File: config.mk
export PLATFORM = sky130hd
export DESIGN_NAME = mux_nway_rr_flat
export DESIGN_NICKNAME = d
export VERILOG_FILES = /design/src/rtl/mux_pkg.sv /design/src/rtl/mux_nway_rr_if.sv /design/src/rtl/rr_pick.sv /design/src/rtl/mux_nway_rr.sv /design/src/flat_wrapper.sv
export SDC_FILE = /design/constraint.sdc
export NUM_CORES = 1
export LEC_CHECK = 0
export BUFFER_PORTS_ARGS = -buffer_cell sky130_fd_sc_hd__buf_2
export CORE_AREA = 2 2 57 59
export DETAILED_ROUTE_END_ITERATION = 6
export DIE_AREA = 0 0 59 61
export PLACE_DENSITY_LB_ADDON = 0.05
export SYNTH_ARGS = -nofsm -noshare
export SYNTH_HDL_FRONTEND = slang
export SYNTH_SLANG_ARGS = --single-unit
File: constraint.sdc
create_clock -name clk -period 4.7 [get_ports clk]
set_input_delay 0.47 -clock clk [delete_from_list [all_inputs] [get_ports clk]]
set_output_delay 0.47 -clock clk [all_outputs]
set_load 0.005 [all_outputs]
File: src/rtl/mux_pkg.sv
// Shared types and helpers for the N-way valid/ready multiplexer.
// Holds the mode encoding and the round-robin start-index function.
package mux_pkg;

  typedef enum logic {
    MODE_FIXED = 1'b0,
    MODE_RR    = 1'b1
  } mux_mode_t;

  // Compare-and-reset wrap, since N need not be a power of two.
  function automatic int unsigned rr_start(
    input int unsigned ptr,
    input int unsigned n
  );
    return (ptr + 1 == n) ? 0 : ptr + 1;
  endfunction

endpackage

File: src/rtl/mux_nway_rr_if.sv
// Stream bundle between N producers, the mux, and one consumer.
// master drives inputs and consumes the output; slave is the mux.
interface mux_nway_rr_if #(
  parameter int N = 8,
  parameter int W = 1
);
  import mux_pkg::*;

  localparam int SEL_W = $clog2(N);

  logic [N*W-1:0]   in_data;
  logic [N-1:0]     in_valid;
  logic [N-1:0]     in_ready;
  mux_mode_t        mode;
  logic [SEL_W-1:0] sel;
  logic [W-1:0]     out_data;
  logic [SEL_W-1:0] out_chan;
  logic             out_valid;
  logic             out_ready;

  modport master (
    output in_data, in_valid, mode, sel, out_ready,
    input  in_ready, out_data, out_chan, out_valid
  );

  modport slave (
    input  in_data, in_valid, mode, sel, out_ready,
    output in_ready, out_data, out_chan, out_valid
  );

endinterface

File: src/rtl/rr_pick.sv
// Combinational rotating-priority encoder.
// Scans req from ptr+1 upward with wrap and returns the first hit.
module rr_pick
  import mux_pkg::*;
#(
  parameter int N     = 8,
  parameter int SEL_W = $clog2(N)
) (
  input  logic [N-1:0]     req,
  input  logic [SEL_W-1:0] ptr,
  output logic [SEL_W-1:0] gnt_idx,
  output logic             gnt_valid
);

  logic [SEL_W-1:0] idx;

  always_comb begin
    gnt_idx   = '0;
    gnt_valid = 1'b0;
    idx       = SEL_W'(rr_start(32'(ptr), N));
    for (int k = 0; k < N; k++) begin
      if (!gnt_valid && req[idx]) begin
        gnt_valid = 1'b1;
        gnt_idx   = idx;
      end
      idx = (idx == SEL_W'(N - 1)) ? '0 : idx + 1'b1;
    end
  end

endmodule

File: src/rtl/mux_nway_rr.sv
// N-channel W-bit mux, fixed-select or round-robin, with a
// single registered output stage giving one word per cycle.
module mux_nway_rr
  import mux_pkg::*;
#(
  parameter int N     = 8,
  parameter int W     = 1,
  parameter int SEL_W = $clog2(N)
) (
  input  logic        clk,
  input  logic        rst_n,
  mux_nway_rr_if.slave bus
);

  logic             out_valid_q, out_valid_d;
  logic [W-1:0]     out_data_q, out_data_d;
  logic [SEL_W-1:0] out_chan_q, out_chan_d;
  logic [SEL_W-1:0] ptr_q, ptr_d;

  logic [SEL_W-1:0] rr_idx, gnt_idx;
  logic             rr_vld, fix_vld, gnt_vld;
  logic             load, xfer;
  logic [N-1:0]     rdy;

  rr_pick #(.N(N), .SEL_W(SEL_W)) u_pick (
    .req      (bus.in_valid),
    .ptr      (ptr_q),
    .gnt_idx  (rr_idx),
    .gnt_valid(rr_vld)
  );

  always_comb begin
    fix_vld = 1'b0;
    if (int'(bus.sel) < N) fix_vld = bus.in_valid[bus.sel];
    gnt_idx = '0;
    gnt_vld = 1'b0;
    unique case (bus.mode)
      MODE_RR: begin
        gnt_idx = rr_idx;
        gnt_vld = rr_vld;
      end
      MODE_FIXED: begin
        gnt_idx = bus.sel;
        gnt_vld = fix_vld;
      end
      default: ;
    endcase
  end

  assign load = !out_valid_q || bus.out_ready;
  assign xfer = rst_n && load && gnt_vld;

  always_comb begin
    rdy = '0;
    if (xfer) rdy[gnt_idx] = 1'b1;
  end

  always_comb begin
    out_valid_d = load ? xfer : out_valid_q;
    out_data_d  = out_data_q;
    out_chan_d  = out_chan_q;
    ptr_d       = ptr_q;
    if (xfer) begin
      out_data_d = bus.in_data[int'(gnt_idx)*W +: W];
      out_chan_d = gnt_idx;
      if (bus.mode == MODE_RR) ptr_d = gnt_idx;
    end
  end

  // ptr resets to N-1 so channel 0 is first in line.
  always_ff @(posedge clk) begin
    if (!rst_n) begin
      out_valid_q <= 1'b0;
      out_data_q  <= '0;
      out_chan_q  <= '0;
      ptr_q       <= SEL_W'(N - 1);
    end else begin
      out_valid_q <= out_valid_d;
      out_data_q  <= out_data_d;
      out_chan_q  <= out_chan_d;
      ptr_q       <= ptr_d;
    end
  end

  assign bus.in_ready  = rdy;
  assign bus.out_valid = out_valid_q;
  assign bus.out_data  = out_data_q;
  assign bus.out_chan  = out_chan_q;

endmodule

File: src/flat_wrapper.sv
// flat-port wrapper written by rule: the top's interface ports become plain ports
module mux_nway_rr_flat import mux_pkg::*;
#(
  parameter int N     = 8,
  parameter int W     = 1,
  parameter int SEL_W = $clog2(N)
)
  (clk, rst_n, bus_in_data, bus_in_valid, bus_mode, bus_sel, bus_out_ready, bus_in_ready, bus_out_data, bus_out_chan, bus_out_valid);
  mux_nway_rr_if #(.N(N), .W(W)) bus_i ();
  input  logic clk;
  input  logic rst_n;
  input wire logic [$bits(bus_i.in_data)-1:0] bus_in_data;
  input wire logic [$bits(bus_i.in_valid)-1:0] bus_in_valid;
  input wire logic [$bits(bus_i.mode)-1:0] bus_mode;
  input wire logic [$bits(bus_i.sel)-1:0] bus_sel;
  input wire logic [$bits(bus_i.out_ready)-1:0] bus_out_ready;
  output wire logic [$bits(bus_i.in_ready)-1:0] bus_in_ready;
  output wire logic [$bits(bus_i.out_data)-1:0] bus_out_data;
  output wire logic [$bits(bus_i.out_chan)-1:0] bus_out_chan;
  output wire logic [$bits(bus_i.out_valid)-1:0] bus_out_valid;
  assign bus_i.in_data = bus_in_data;
  assign bus_i.in_valid = bus_in_valid;
  assign bus_i.mode = bus_mode;
  assign bus_i.sel = bus_sel;
  assign bus_i.out_ready = bus_out_ready;
  assign bus_in_ready = bus_i.in_ready;
  assign bus_out_data = bus_i.out_data;
  assign bus_out_chan = bus_i.out_chan;
  assign bus_out_valid = bus_i.out_valid;
  mux_nway_rr #(.N(N), .W(W), .SEL_W(SEL_W)) u_core (.clk(clk), .rst_n(rst_n), .bus(bus_i));
endmodule
==> results of run 1 <==
-- worst register-to-register path, cell delays in order, from the launching register on --
cell	delay (ps)
dfxtp_1	450
inv_1	150
ha_1	490
mux4_2	620
mux2_2	320
a211o_1	280
nor4b_1	390
o211ai_1	270
nand2_1	230
mux2_2	350
o211ai_1	160
a31oi_1	100
-- cells in the final DEF (no fill, tap or decap), types with 2 or more instances in the layout --
cell type and count:
o211ai_1 4, nor2b_1 3, nand2_1 15, o21ai_0 8, buf_4 2, a211oi_1 4
inv_1 8, a31oi_1 3, nand2b_1 3, o21a_1 6, xnor2_4 2, nand3_1 9
mux2i_2 2, buf_2 35, dfxtp_1 8, xor2_1 2, mux4_2 8, clkbuf_4 3
a21oi_1 8, and3_1 3, ha_1 4, nor3_1 7, a31oi_2 2, mux2_2 7
mux2i_1 12, nor2_1 21, and4_1 2
-- metal layers --
| metal | share of wire [%] | wire length (um) | up-vias | GRT usage [%] |
|---|---|---|---|---|
| met5 | 0 | 0 | - | 0 |
| met4 | 3.9 | 183 | 0 | 14.6 |
| met3 | 6.7 | 309 | 17 | 2.56 |
| met2 | 49 | 2260 | 81 | 48.9 |
| met1 | 41 | 1880 | 781 | 34.1 |
| li1 | - | - | 791 | - |
-- report_power, final --
group / leakage [uW] / internal, uW / switching (uW)
sequential: 0.0000658 / 80.6 / 14.3
clock: 0.0000138 / 29.3 / 23.9
combinational: 0.000736 / 429 / 568
-- kinds of logic after synthesis --
| logic type | synth area share (%) |
|---|---|
| XOR/XNOR | 7.82 |
| flip-flops | 10.0 |
| AND/OR/NAND/NOR | 19.8 |
| AO/OA/AOI/OAI | 27.4 |
| adder cells (fa/ha/maj) | 3.91 |
| multiplexers | 26.8 |
| buffers and inverters | 4.30 |
-- registers in the layout, summed over array words and instances, names as in the netlist --
register	flops
u_core.bus.out_data	1
u_core.bus.out_valid	1
u_core.bus.out_chan	3
u_core.ptr_q	3
-- layout make-up --
| type | instances | area [sq um] |
|---|---|---|
| Tap cell | 33 | 41.3 |
| Fill cell | 274 | 1130 |
| Sequential cell | 8 | 160 |
| Multi-Input combinational cell | 165 | 1380 |
| Clock buffer | 3 | 22.5 |
| Timing Repair Buffer | 37 | 190 |
| Inverter | 8 | 30.0 |
-- metrics by stage --
stage               hold slack, ps  cell area, sq um  power, uW
finish                         442              1820       1150
global route                   438              1820       1240
CTS                            440              1820       1130
detailed placement             490              1790       1070
global placement               477              1790       1060
floorplan                      467              1600        875
-- path summary, 6_finish.rpt --
kind | from | endpoint | slack [ps] | cells after the start
max reg2reg | u_core.ptr_q[0] | u_core.bus.out_data | 730 | 11
max | u_core.ptr_q[0] | bus_in_ready[4] | 290 | 12
min reg2reg | u_core.bus.out_chan[1] | u_core.bus.out_chan[1] | 490 | 2
min | rst_n | u_core.ptr_q[0] | 440 | 2
-- what timing repair did --
action	4_1_cts	5_1_grt
gates resized for setup	0	2
hold buffers	0	0
setup endpoints to repair	0	8
==> flow_summary.ini, run 1 <==
[clock_network]
cts_sinks = 8
numCtsBuffers = 3
postCtsSetupRepairBufs = 0
cts-root-buf = clkbuf_4
cts_buffer_depth = 2
cts_tree = yes
cts_max_level = 1
clk-insertion-delay-late_ps = 250
clkTransAtPathRegs_ps = 60

[layout]
antenna_cells = 0
finalNonFillerCells = 254
final_net_count = 251
final_layout_size_suffix_gt1_share_pct = 32.6
final_core_util_pct = 61.7
area_growth_pct = 13.8

[sta]
hold_violations = 0
rsz0062_at_grt = false
period_share_pct = 93.9
layout_setup_ws_ps = 286
tns_ps = 0
slew_viol_final = 0
period_needed_ps = 4410
setup_viol = 0
max_freq_mhz = 227
slew_headroom_pct = 54.5
finalClockSkew_ps = 0.260
tightest_slew_ps = 682

[power_and_ir_drop]
power-per-cell-area_nw_per_um2 = 629
p_leak_uw = 0.000815
ir_drop_uv = 268

[critical_path]
worst_setup_path_end_kind = primary output
path_class = register to primary output
crit_chain = inv_1, ha_1, mux4_2, mux2_2, a211o_1, nor3_1, a21boi_0, a31oi_2, inv_1, nand3_1, nor2_1, buf_2
crit_arrival_ps = 3940
path_max_fanout = 7
worstPathRequired_ps = 4230
crit_top_cell = inv_1
cp_slowest_cell = mux4_2
start_kind = register
worst_path_largest_cell_delay_ps = 620
path_buf_inv = 3
crit_family = multiplexers

[synth]
synth-edff-count = 0
async_flop_share_pct = 0
synth_area_sq_um = 1600
synth.area.top_cells = mux4_2, dfxtp_1, mux2i_1, mux2_2, nor2_1
post-synth-top-area-cell = mux4_2
synth_cells = 188
synthTopCellsByCount = nor2_1, nand2_1, mux2i_1
synth_nets = 216
ys_types = 57
synth_ff_type = dfxtp_1
ys_seq_area_share_pct = 10.0
synth_most_common_cell = nor2_1
synth_top_area_share_pct = 11.3
avgSynthCellArea_sq_um = 8.51
ys.warnings.count = 0
ys_ff_latch = 8

[grt]
grt_pass1_wl_um = 7600
grt_pass1_vias = 1621
grt_overflow = 0
antenna_found_initial = 0
groute.usage.overall_pct = 27.9
grt_max_degree = 19

[route]
wl_um = 4640
drt_pre_antenna_iters = 4
drt_iter0_markers = 73
routedWlPerCell_um = 18.3
viasPerCell = 6.57
drc = 0
vias = 1670
ant_nets = 0

[floorplan]
rows = 20
dieArea_sq_um = 3600
coreArea_sq_um = 2950
boundaryPins = 36
die_x_um = 59
start_util_pct = 54.2
dieHeight_um = 61

[place]
dp.cells = 251
dp_slack_ps = 496
place_hpwl_um = 3710
gp_congestion = 1.03
portBuffers = 35

[worst_hold_path]
hp-class = primary input to register

[run_status]
outcome = complete, no violations

[job]
drv_cap = 0
No activity file was read; power rests on OpenSTA's default activity.
==> run 2, diff against run 1 <==
--- a/config.mk
+++ b/config.mk
@@ -10,6 +10,8 @@
 export DETAILED_ROUTE_END_ITERATION = 6
 export DIE_AREA = 0 0 59 61
 export PLACE_DENSITY_LB_ADDON = 0.05
+export SETUP_SLACK_MARGIN = 0.5
+export SLEW_MARGIN = 20
 export SYNTH_ARGS = -nofsm -noshare
 export SYNTH_HDL_FRONTEND = slang
 export SYNTH_SLANG_ARGS = --single-unit
==> flow_summary.ini, run 2 (synthesis results as in run 1) <==
[route]
drt_iter0_markers = 86
drt_pre_antenna_iters = 5
m1WireLength_um = 2020
top_layer_used = met4
routed-wl-met2_um = 2570
ant_nets = 0
routedWlPerCell_um = 19.0
vias = 1730
viasPerCell = 6.50
drc = 0
wl_um = 5050
route.met3.wl_um = 228

[sta]
slew_viol_final = 0
rsz0062_at_grt = false
slew_headroom_pct = 51.9
period_needed_ps = 4090
fin_hold_ws_ps = 443
setup_viol = 0
max_freq_mhz = 245
tightest_slew_ps = 717
finalClockSkew_ps = 0.366
tns_ps = 0
period_share_pct = 86.9
hold_violations = 0

[grt]
grt_pass1_wl_um = 7940
grt_max_degree = 19
grt_overflow = 0
grt_pass1_vias = 1653
antenna_found_initial = 0
groute.usage.overall_pct = 29.4

[power_and_ir_drop]
power_uw = 1380
p_leak_uw = 0.000865
power-per-cell-area_nw_per_um2 = 681
ir_drop_uv = 307

[critical_path]
cp_slowest_cell = xor3_4
worstPathRequired_ps = 4230
path_max_fanout = 6
crit_family = XOR/XNOR gates
worst_path_largest_cell_delay_ps = 580
rrSetupSlack_ps = 940
start_kind = register
crit_arrival_ps = 3620
worst_setup_path_end_kind = primary output
crit_chain = inv_2, ha_2, xor3_4, xnor2_4, mux2i_4, o211ai_2, nor3_4, o2bb2ai_1, a31oi_2, inv_1, nand3_1, nor2_1, buf_2
path_class = register to primary output
path_buf_inv = 3

[clock_network]
clk-insertion-delay-late_ps = 250
cts_tree = yes
cts_buffer_depth = 2
cts_max_level = 1
cts-root-buf = clkbuf_4
cts_hold_buf = 0
cts_sinks = 8
numCtsBuffers = 3
clkTransAtPathRegs_ps = 60

[floorplan]
die_x_um = 59
rows = 20
boundaryPins = 36
dieHeight_um = 61
coreArea_sq_um = 2950
start_util_pct = 54.2
dieArea_sq_um = 3600

[layout]
final_cell_mix = buf_2, nor2_1, nand2_1, buf_4
seqCellArea_sq_um = 164
final_layout_size_suffix_gt1_share_pct = 41.6
final_net_count = 263
final_common_cell = buf_2
multi_input_area_sq_um = 1490
antenna_cells = 0
area_growth_pct = 26.8
final.fill_count = 247

[place]
portBuffers = 35
place_hpwl_um = 3710
gp_congestion = 1.03

[worst_hold_path]
hp-class = primary input to register

[run_status]
outcome = complete, no violations

[job]
drv_cap = 0
run 2: path summary, 6_finish.rpt:
check / depth (start not counted) / startpoint / endpoint
worst max register to register: 13 / u_core.ptr_q[0] / u_core.bus.out_data
worst min-delay path: 2 / rst_n / u_core.ptr_q[0]
worst min register to register: 2 / u_core.bus.out_chan[1] / u_core.bus.out_chan[1]
worst max-delay path: 13 / u_core.ptr_q[0] / bus_in_ready[4]
run 2: what timing repair did:
| item | CTS | global route |
|---|---|---|
| gates cloned | 0 | 0 |
| setup buffers | 3 | 9 |
| setup endpoints to repair | 8 | 9 |
| pin swaps | 2 | 8 |
| gates resized for setup | 8 | 18 |
run 2: worst register-to-register path: cells and delay by family, from the launching register on:
family / cells / cell delay [ps]
multiplexers: 1 / 350
adder cells (fa/ha/maj): 1 / 210
XOR/XNOR: 2 / 920
flip-flops: 1 / 390
buffers and inverters: 2 / 270
AND/OR/NAND/NOR: 2 / 420
AO/OA/AOI/OAI: 5 / 1120
run 2: area by class of cell:
| type | count | area share (%) |
|---|---|---|
| well taps | 33 | 2.03 |
| clock buffers | 3 | 1.11 |
| inverters | 8 | 1.48 |
| repair buffers | 49 | 13.8 |
| flip-flops and latches | 8 | 8.08 |
| multi-input cells | 165 | 73.5 |
run 2: through the flow:
stage | utilization [%] | worst slack (ps) | instances | instance area (sq um)
after global placement | 60.7 | 655 | 251 | 1790
after floorplan | - | 505 | 188 | 1600
final | 68.7 | 614 | 266 | 2030
after global routing | 68.7 | 464 | 266 | 2030
after detailed placement | 60.7 | 496 | 251 | 1790
after CTS | 63.6 | 542 | 257 | 1880
run 2: layer usage:
| layer | vias up | GRT usage [%] |
|---|---|---|
| met2 | 71 | 54.4 |
| met1 | 821 | 33.7 |
| li1 | 816 | - |
| met5 | - | 0 |
| met3 | 22 | 3.62 |
| met4 | 0 | 13.3 |
run 2: report_power, final:
group,switching (uW),total [uW],internal (uW)
Clock,23.4,52.7,29.2
Sequential,14.9,96.5,81.6
Combinational,668,1230,565
==> run 3, diff against run 2 <==
--- a/config.mk
+++ b/config.mk
@@ -6,9 +6,10 @@
 export NUM_CORES = 1
 export LEC_CHECK = 0
 export BUFFER_PORTS_ARGS = -buffer_cell sky130_fd_sc_hd__buf_2
-export CORE_AREA = 2 2 57 59
+export CORE_AREA = 2 2 56 58
 export DETAILED_ROUTE_END_ITERATION = 6
-export DIE_AREA = 0 0 59 61
+export DIE_AREA = 0 0 58 60
+export HOLD_SLACK_MARGIN = 0.06
 export PLACE_DENSITY_LB_ADDON = 0.05
 export SETUP_SLACK_MARGIN = 0.5
 export SLEW_MARGIN = 20
==> constraint.sdc (replaced) <==
create_clock -name clk -period 5.2 [get_ports clk]
set_input_delay 0.52 -clock clk [delete_from_list [all_inputs] [get_ports clk]]
set_output_delay 0.52 -clock clk [all_outputs]
set_load 0.005 [all_outputs]
==> flow_summary.ini, run 3 (synthesis results as in run 1) <==
[floorplan]
start_util_pct = 55.1
dieArea_sq_um = 3480
coreArea_sq_um = 2900
die_x_um = 58
dieHeight_um = 60
boundaryPins = 36
rows = 20

[run_status]
outcome = complete, no violations

[grt]
groute.usage.overall_pct = 25.6
grt_overflow = 0
antenna_found_initial = 0
grt_max_degree = 19
grt_pass1_wl_um = 6980
grt_pass1_vias = 1463

[clock_network]
clk-insertion-delay-late_ps = 250
postCtsSetupRepairBufs = 0
cts-resized-gates = 0
cts_sinks = 8
cts-root-buf = clkbuf_4
numCtsBuffers = 3
clkTransAtPathRegs_ps = 50
cts_max_level = 1
cts_buffer_depth = 2
cts_hold_buf = 0
cts_tree = yes

[route]
vias = 1617
drt_pre_antenna_iters = 4
wl_um = 4220
routedWlPerCell_um = 16.5
viasPerCell = 6.34
drt_iter0_markers = 84
drc = 0
ant_nets = 0

[sta]
finalClockSkew_ps = 1.15
period_share_pct = 83.5
slew_viol_final = 0
max_freq_mhz = 230
tns_ps = 0
setup_viol = 0
rsz0062_at_grt = false
tightest_slew_ps = 653
slew_headroom_pct = 56.5
period_needed_ps = 4340
fin_hold_ws_ps = 498
hold_violations = 0

[critical_path]
rrSetupSlack_ps = 1290
worst_setup_path_end_kind = primary output
worstPathRequired_ps = 4680
path_max_fanout = 7
crit_arrival_ps = 3820
start_kind = register
path_class = register to primary output

[power_and_ir_drop]
ir_drop_uv = 404
power_uw = 1030
p_leak_uw = 0.000821
power-per-cell-area_nw_per_um2 = 567

[job]
drv_cap = 0

[layout]
final_layout_size_suffix_gt1_share_pct = 32.0
finalNonFillerCells = 255
final_cell_mix = buf_2, nor2_1, nand2_1
final.fill_count = 247
antenna_cells = 0
final_common_cell = buf_2
area_growth_pct = 13.9
final_net_count = 252

[place]
gp_congestion = 0.976
place_hpwl_um = 3430
dp.cells = 252
portBuffers = 35

[worst_hold_path]
hp-class = primary input to register
-- run 3: cell count changes in the layout (fill, tap and decap cells not counted), moves of 2 or more --
cell | previous run | this run
ha_1 | 2 | 5
mux2i_1 | 9 | 13
ha_2 | 2 | 0
mux2i_4 | 4 | 0
buf_4 | 14 | 3
-- run 3: through the flow --
step	setup slack [ps]	utilization (%)	cell area, sq um
after global placement	1320	62.0	1800
after detailed placement	1180	62.0	1800
final	858	62.8	1820
after global routing	514	62.8	1820
after floorplan	955	-	1600
after CTS	888	62.8	1820
-- run 3: cell type report --
class | instances | area (sq um) | area share [%]
repair buffers | 38 | 198 | 10.8
inverters | 8 | 30.0 | 1.65
flip-flops and latches | 8 | 160 | 8.79
well taps | 33 | 41.3 | 2.26
multi-input cells | 165 | 1370 | 75.2
clock buffers | 3 | 22.5 | 1.24
-- run 3: where the power goes --
part	switching [uW]	internal, uW	total [uW]	leakage [uW]
registers	12.1	72.9	85.0	0.0000658
clock network	19.8	26.3	46.1	0.0000138
logic	510	392	903	0.000742
-- run 3: worst paths after layout --
check,end,depth (start not counted),startpoint
worst min-delay path,u_core.ptr_q[0],2,rst_n
worst max-delay path,bus_in_ready[0],12,u_core.ptr_q[0]
worst min register to register,u_core.bus.out_chan[0],2,u_core.bus.out_chan[0]
worst max register to register,u_core.bus.out_data,11,u_core.ptr_q[0]
-- run 3: critical path, cell delays in order, from the launching register on --
cell      delay (ps)
dfxtp_1          430
inv_1            120
ha_1             500
mux4_2           610
mux2i_1          460
inv_1            120
nor3_1           360
a21boi_0         210
a31oi_2          350
inv_1            130
nand3_1          120
nor2_1            50
buf_2            120
-- run 3: metal layers --
layer	vias up	global-route usage [%]	routed length, um
met1	745	32.4	1810
li1	793	-	-
met4	0	8.97	100
met2	70	44.3	2010
met3	9	4.11	294
met5	-	0	0
